<file path="config.mk">
export PLATFORM = sky130hd
export DESIGN_NAME = ds_mod2
export DESIGN_NICKNAME = d
export VERILOG_FILES = /design/src/rtl/ds_mod2.sv
export SDC_FILE = /design/constraint.sdc
export NUM_CORES = 1
export LEC_CHECK = 0
export ABC_AREA = 1
export BUFFER_PORTS_ARGS = -buffer_cell sky130_fd_sc_hd__buf_2
export CAP_MARGIN = 30
export CELL_PAD_IN_SITES_DETAIL_PLACEMENT = 1
export CELL_PAD_IN_SITES_GLOBAL_PLACEMENT = 2
export CORE_UTILIZATION = 36
export DETAILED_ROUTE_END_ITERATION = 6
export MAX_ROUTING_LAYER = met4
export PLACE_DENSITY = 0.87
export SLEW_MARGIN = 10
export SYNTH_ARGS = -nofsm -noshare
export SYNTH_HDL_FRONTEND = slang
export SYNTH_SLANG_ARGS = --single-unit
</file>
<file path="constraint.sdc">
create_clock -name clock -period 4.75 [get_ports clock]
set_input_delay 0.2375 -clock clock [delete_from_list [all_inputs] [get_ports clock]]
set_output_delay 0.2375 -clock clock [all_outputs]
set_load 0.005 [all_outputs]
</file>
<file path="src/rtl/ds_mod2.sv">
// Second-order 1-bit delta-sigma modulator with integrator saturation and a
// run-length overload detector that clears the loop and plays an idle toggle pattern.
module ds_mod2 #(
  parameter int unsigned IN_W        = 20,
  parameter int unsigned ACC_W       = 24,
  parameter int unsigned OVL_LIMIT   = 16,
  parameter int unsigned RECOVER_CYC = 32
) (
  input  logic            clock,
  input  logic            reset,
  input  logic            en,
  input  logic [IN_W-1:0] x_in,
  input  logic            ovl_clr,
  output logic            ds_o,
  output logic            ovl_o,
  output logic [7:0]      ovl_cnt
);

  localparam int unsigned SUM_W = ACC_W + 2;
  localparam logic signed [SUM_W-1:0] FS      = SUM_W'(1) << (IN_W - 1);
  localparam logic signed [SUM_W-1:0] ACC_MAX = (SUM_W'(1) << (ACC_W - 1)) - SUM_W'(1);
  localparam logic signed [SUM_W-1:0] ACC_MIN = -(SUM_W'(1) << (ACC_W - 1));

  typedef enum logic [1:0] {
    ST_RUN,
    ST_CLEAR,
    ST_RECOVER
  } state_e;

  state_e                  state_q, state_d;
  logic signed [ACC_W-1:0] i1_q, i1_d;
  logic signed [ACC_W-1:0] i2_q, i2_d;
  logic                    ds_q, ds_d;
  logic [7:0]              run_len_q, run_len_d;
  logic [7:0]              rec_cnt_q, rec_cnt_d;
  logic [7:0]              ovl_cnt_q, ovl_cnt_d;

  logic signed [SUM_W-1:0] fb;
  logic signed [SUM_W-1:0] x_ext;
  logic signed [SUM_W-1:0] i1_ext;
  logic signed [SUM_W-1:0] i2_ext;
  logic signed [SUM_W-1:0] step1;
  logic signed [SUM_W-1:0] step2;
  logic signed [ACC_W-1:0] i1_run;
  logic signed [ACC_W-1:0] i2_run;
  logic                    ds_run;
  logic [7:0]              run_len_run;
  logic                    ovl_hit;

  function automatic logic signed [ACC_W-1:0] sat_acc(input logic signed [SUM_W-1:0] v);
    if (v > ACC_MAX) begin
      return ACC_MAX[ACC_W-1:0];
    end else if (v < ACC_MIN) begin
      return ACC_MIN[ACC_W-1:0];
    end
    return v[ACC_W-1:0];
  endfunction

  // Loop datapath: both integrators use the old feedback bit; i2 sees the old i1.
  always_comb begin
    fb          = ds_q ? FS : -FS;
    x_ext       = {{(SUM_W-IN_W){x_in[IN_W-1]}}, x_in};
    i1_ext      = {{2{i1_q[ACC_W-1]}}, i1_q};
    i2_ext      = {{2{i2_q[ACC_W-1]}}, i2_q};
    step1       = (x_ext - fb) >>> 1;
    step2       = (i1_ext - fb) >>> 1;
    i1_run      = sat_acc(i1_ext + step1);
    i2_run      = sat_acc(i2_ext + step2);
    ds_run      = ~i2_run[ACC_W-1];
    if (ds_run != ds_q) begin
      run_len_run = 8'd1;
    end else if (run_len_q == 8'd255) begin
      run_len_run = 8'd255;
    end else begin
      run_len_run = run_len_q + 8'd1;
    end
    ovl_hit     = (state_q == ST_RUN) && (run_len_run == 8'(OVL_LIMIT));
  end

  always_comb begin
    state_d   = state_q;
    i1_d      = i1_q;
    i2_d      = i2_q;
    ds_d      = ds_q;
    run_len_d = run_len_q;
    rec_cnt_d = rec_cnt_q;
    ovl_cnt_d = ovl_cnt_q;
    if (en) begin
      case (state_q)
        ST_RUN: begin
          i1_d      = i1_run;
          i2_d      = i2_run;
          ds_d      = ds_run;
          run_len_d = run_len_run;
          if (ovl_hit) begin
            state_d = ST_CLEAR;
          end
        end
        ST_CLEAR: begin
          i1_d      = '0;
          i2_d      = '0;
          ds_d      = 1'b0;
          rec_cnt_d = '0;
          state_d   = ST_RECOVER;
        end
        ST_RECOVER: begin
          i1_d      = '0;
          i2_d      = '0;
          ds_d      = ~ds_q;
          rec_cnt_d = rec_cnt_q + 8'd1;
          if (rec_cnt_q == 8'(RECOVER_CYC - 1)) begin
            state_d   = ST_RUN;
            run_len_d = 8'd1;
          end
        end
        default: begin
          state_d = ST_RUN;
        end
      endcase
      // A clear coinciding with a new event still records that event.
      if (ovl_clr) begin
        ovl_cnt_d = ovl_hit ? 8'd1 : 8'd0;
      end else if (ovl_hit && (ovl_cnt_q != 8'd255)) begin
        ovl_cnt_d = ovl_cnt_q + 8'd1;
      end
    end
  end

  always_ff @(posedge clock or negedge reset) begin
    if (!reset) begin
      state_q   <= ST_RUN;
      i1_q      <= '0;
      i2_q      <= '0;
      ds_q      <= 1'b0;
      run_len_q <= 8'd1;
      rec_cnt_q <= '0;
      ovl_cnt_q <= '0;
    end else begin
      state_q   <= state_d;
      i1_q      <= i1_d;
      i2_q      <= i2_d;
      ds_q      <= ds_d;
      run_len_q <= run_len_d;
      rec_cnt_q <= rec_cnt_d;
      ovl_cnt_q <= ovl_cnt_d;
    end
  end

  assign ds_o    = ds_q;
  assign ovl_o   = (state_q != ST_RUN);
  assign ovl_cnt = ovl_cnt_q;

endmodule
</file>
==> flow_metrics.py <==
metrics = {
    "synthesis": {
        "syn_area_per_cell_sq_um": 7.02,
        "netlist_top_cells_area": "dfrtp_1, nand2_1, ha_1",
        "ys_ff_latch": 75,
        "syn-cell-area_sq_um": 6540,
        "synth_top_area_cell": "dfrtp_1",
        "synth_ff_type": "dfrtp_1",
        "synthCells": 931,
        "synth_nets": 1014,
        "ys_async_sr_fraction": 1.00,
        "ys_warn_count": 0,
        "synth.distinct_cells": 47,
        "yosys-top-cells-count": "nand2_1, inv_1, nand3_1",
        "ys_seq_area_frac": 0.287,
        "netlist.area_leader.share": 0.283,
        "synth_edf_count": 0,
        "synth.most_common_cell": "nand2_1",
    },
    "setup_path": {
        "path_class": "flop to flop",
        "cp-start-kind": "flop",
        "crit_fanout": 9,
        "crit_path_frequent_cell": "nand2_1",
        "crit_slowest_cell": "ha_1",
        "crit_chain": "ha_1 -> inv_1 -> nor2_1 -> nand2_1 -> inv_1 -> a21oi_1 -> nand2_1 -> nand2_1 -> ha_1 -> nand2_1 -> inv_1 -> a21oi_1 -> nand2_1 -> a21oi_1 -> nand3_2 -> nand3_2 -> nand3_2 -> nor2_2 -> nand4_2 -> nand2_4 -> nand2_4 -> nand2_1 -> nand2_1",
        "path_delay_family": "simple AND/OR/NAND/NOR gates",
        "cp_num_buf_inv": 3,
        "end_kind": "flop",
        "critical_path_required_ns": 4.99,
        "cp_slowest_stage_delay_ns": 0.55,
        "r2r_slack_ns": 0.61,
        "worstPathArrival_ns": 4.39,
    },
    "clock_tree": {
        "cts_buffers": 9,
        "cts_tree": "built",
        "ctsHoldBuffers": 1,
        "clk_latency_ns": 0.35,
        "clkTransAtPathRegs_ns": 0.06,
        "postCtsSetupRepairBufs": 0,
        "cts_root_buffer": "clkbuf_16",
        "post_cts_resized": 0,
        "cts.sinks": 75,
        "htree_levels": 3,
        "cts.path.max_buffers": 2,
    },
    "floorplanning": {
        "dieArea_sq_um": 18700,
        "pin_count": 34,
        "die_h_um": 137,
        "core-area_sq_um": 17500,
        "fp.dieW_um": 137,
        "initial_core_util": 0.373,
        "core.rowCount": 48,
    },
    "route": {
        "routed_via_density": 5.14,
        "drc": 0,
        "via_count": 6112,
        "routed_wl_um": 18500,
        "wire_per_inst_um": 15.5,
        "final_antenna_net_count": 0,
        "drtIter0Drc": 225,
        "firstDrtPassIters": 4,
    },
    "sta": {
        "max_freq_ghz": 0.241,
        "setup_viol": 0,
        "min_period_ns": 4.14,
        "fin_crit_sh": 0.872,
        "finalHoldViolations": 0,
        "final-max-slew-violation-count": 0,
        "rsz0062_at_grt": "no",
        "fin_tns_setup_ns": 0,
        "slew_headroom": 0.466,
        "fin_worst_skew_ns": 0.00741,
        "worstMarginPinSlew_ns": 0.801,
    },
    "finish": {
        "synthToLayoutAreaGrowth_pct": 9.78,
        "final_nets": 1042,
        "antenna_cells": 0,
        "drive_above_1_share": 0.0985,
        "fillCellCount": 2312,
    },
    "grt": {
        "grt_max_degree": 62,
        "antenna_found_initial": 0,
        "grt_pass1_vias": 6225,
        "grt-ovfl-total": 0,
        "grt_use_total": 0.222,
        "grt_pass1_wl_um": 31600,
    },
    "run": {
        "drv_cap": 0,
    },
    "placement": {
        "io_buffer_count": 32,
        "gp_congestion": 0.803,
        "hpwl_um": 14100,
    },
    "status": {
        "status": "finished clean",
    },
    "min_path": {
        "min-delay-path-class": "input port to flop",
    },
}
## worst register-to-register path: stages, from the launching register on
cell and delay, ns:
dfrtp_1 0.53, ha_1 0.56, inv_1 0.16, nor2_1 0.22, nand2_1 0.12, inv_1 0.09
a21oi_1 0.09, nand2_1 0.08, nand2_1 0.09, ha_1 0.37, nand2_1 0.13, inv_1 0.04
a21oi_1 0.15, nand2_1 0.09, a21oi_1 0.15, nand3_2 0.11, nand3_2 0.18, nand3_2 0.12
nor2_2 0.23, nand4_2 0.15, nand2_4 0.17, nand2_4 0.10, nand2_1 0.09, nand2_1 0.05
## cell type report
type                    count  area [sq um]  area share
clock buffers              10           239      0.0333
clock inverters             6          38.8     0.00541
inverters                  86           323      0.0450
multi-input cells         749          4210       0.586
flip-flops and latches     75          1880       0.262
well taps                 225           282      0.0392
repair buffers             38           210      0.0293
## flip-flops by register name (all words and copies together), names as in the netlist
signal and flops:
ovl_cnt 8, ds_o 1, state_q 2, i2_q 24, i1_q 24, rec_cnt_q 8, run_len_q 8
## kinds of logic after synthesis
kind of cell               after synthesis  share of synthesized area
and+or+nand+nor                        492                      0.329
AOI/OAI and AO/OA                      147                      0.128
buffers and inverters                  107                     0.0693
DFF                                     75                      0.287
adders and majority gates               59                      0.116
xor gates and xnor gates                51                     0.0695
## final timing paths
check	start	end	depth (start not counted)
worst min-delay path	x_in[1]	i1_q[0]$_DFFE_PN0P_	4
worst max register to register	ds_o$_DFFE_PN0P_	ovl_cnt[7]$_DFFE_PN0P_	23
min in group asynchronous	reset	i1_q[5]$_DFFE_PN0P_	2
worst max-delay path	ds_o$_DFFE_PN0P_	ovl_cnt[7]$_DFFE_PN0P_	23
max in group asynchronous	reset	state_q[1]$_DFFE_PN0P_	3
worst min register to register	i2_q[4]$_DFFE_PN0P_	i2_q[4]$_DFFE_PN0P_	2
## placed cells by master (no fill, tap or decap), types with 12 or more instances in the layout
master / instances
a21oi_1: 72
buf_2: 31
dfrtp_1: 74
ha_1: 56
inv_1: 85
nand2_1: 292
nand3_1: 75
nand4_1: 12
nor2_1: 61
nor3_1: 13
o21ai_0: 39
xnor2_1: 22
xor2_1: 28
## through the flow
step	area [sq um]	setup WS (ns)	std cells	hold WS, ns	util
2_1_floorplan	6540	1.44	931	-0.0581	-
3_3_place_gp	6890	0.729	1172	0.124	0.393
3_5_place_dp	6890	0.634	1172	0.124	0.393
4_1_cts	7180	0.609	1189	0.246	0.409
5_1_grt	7180	0.174	1189	0.284	0.409
6_report	7180	0.606	1189	0.258	0.409
## layer usage
layer | vias to the layer above | wire (um) | track usage
met5 | - | 0 | -
met4 | 0 | 164 | 0.0525
met3 | 14 | 390 | 0.0244
met2 | 51 | 8120 | 0.337
met1 | 2914 | 9790 | 0.316
li1 | 3133 | - | -
Power is not shown: default switching activity piles up to over one toggle a cycle in this logic, so the estimate is an artifact.
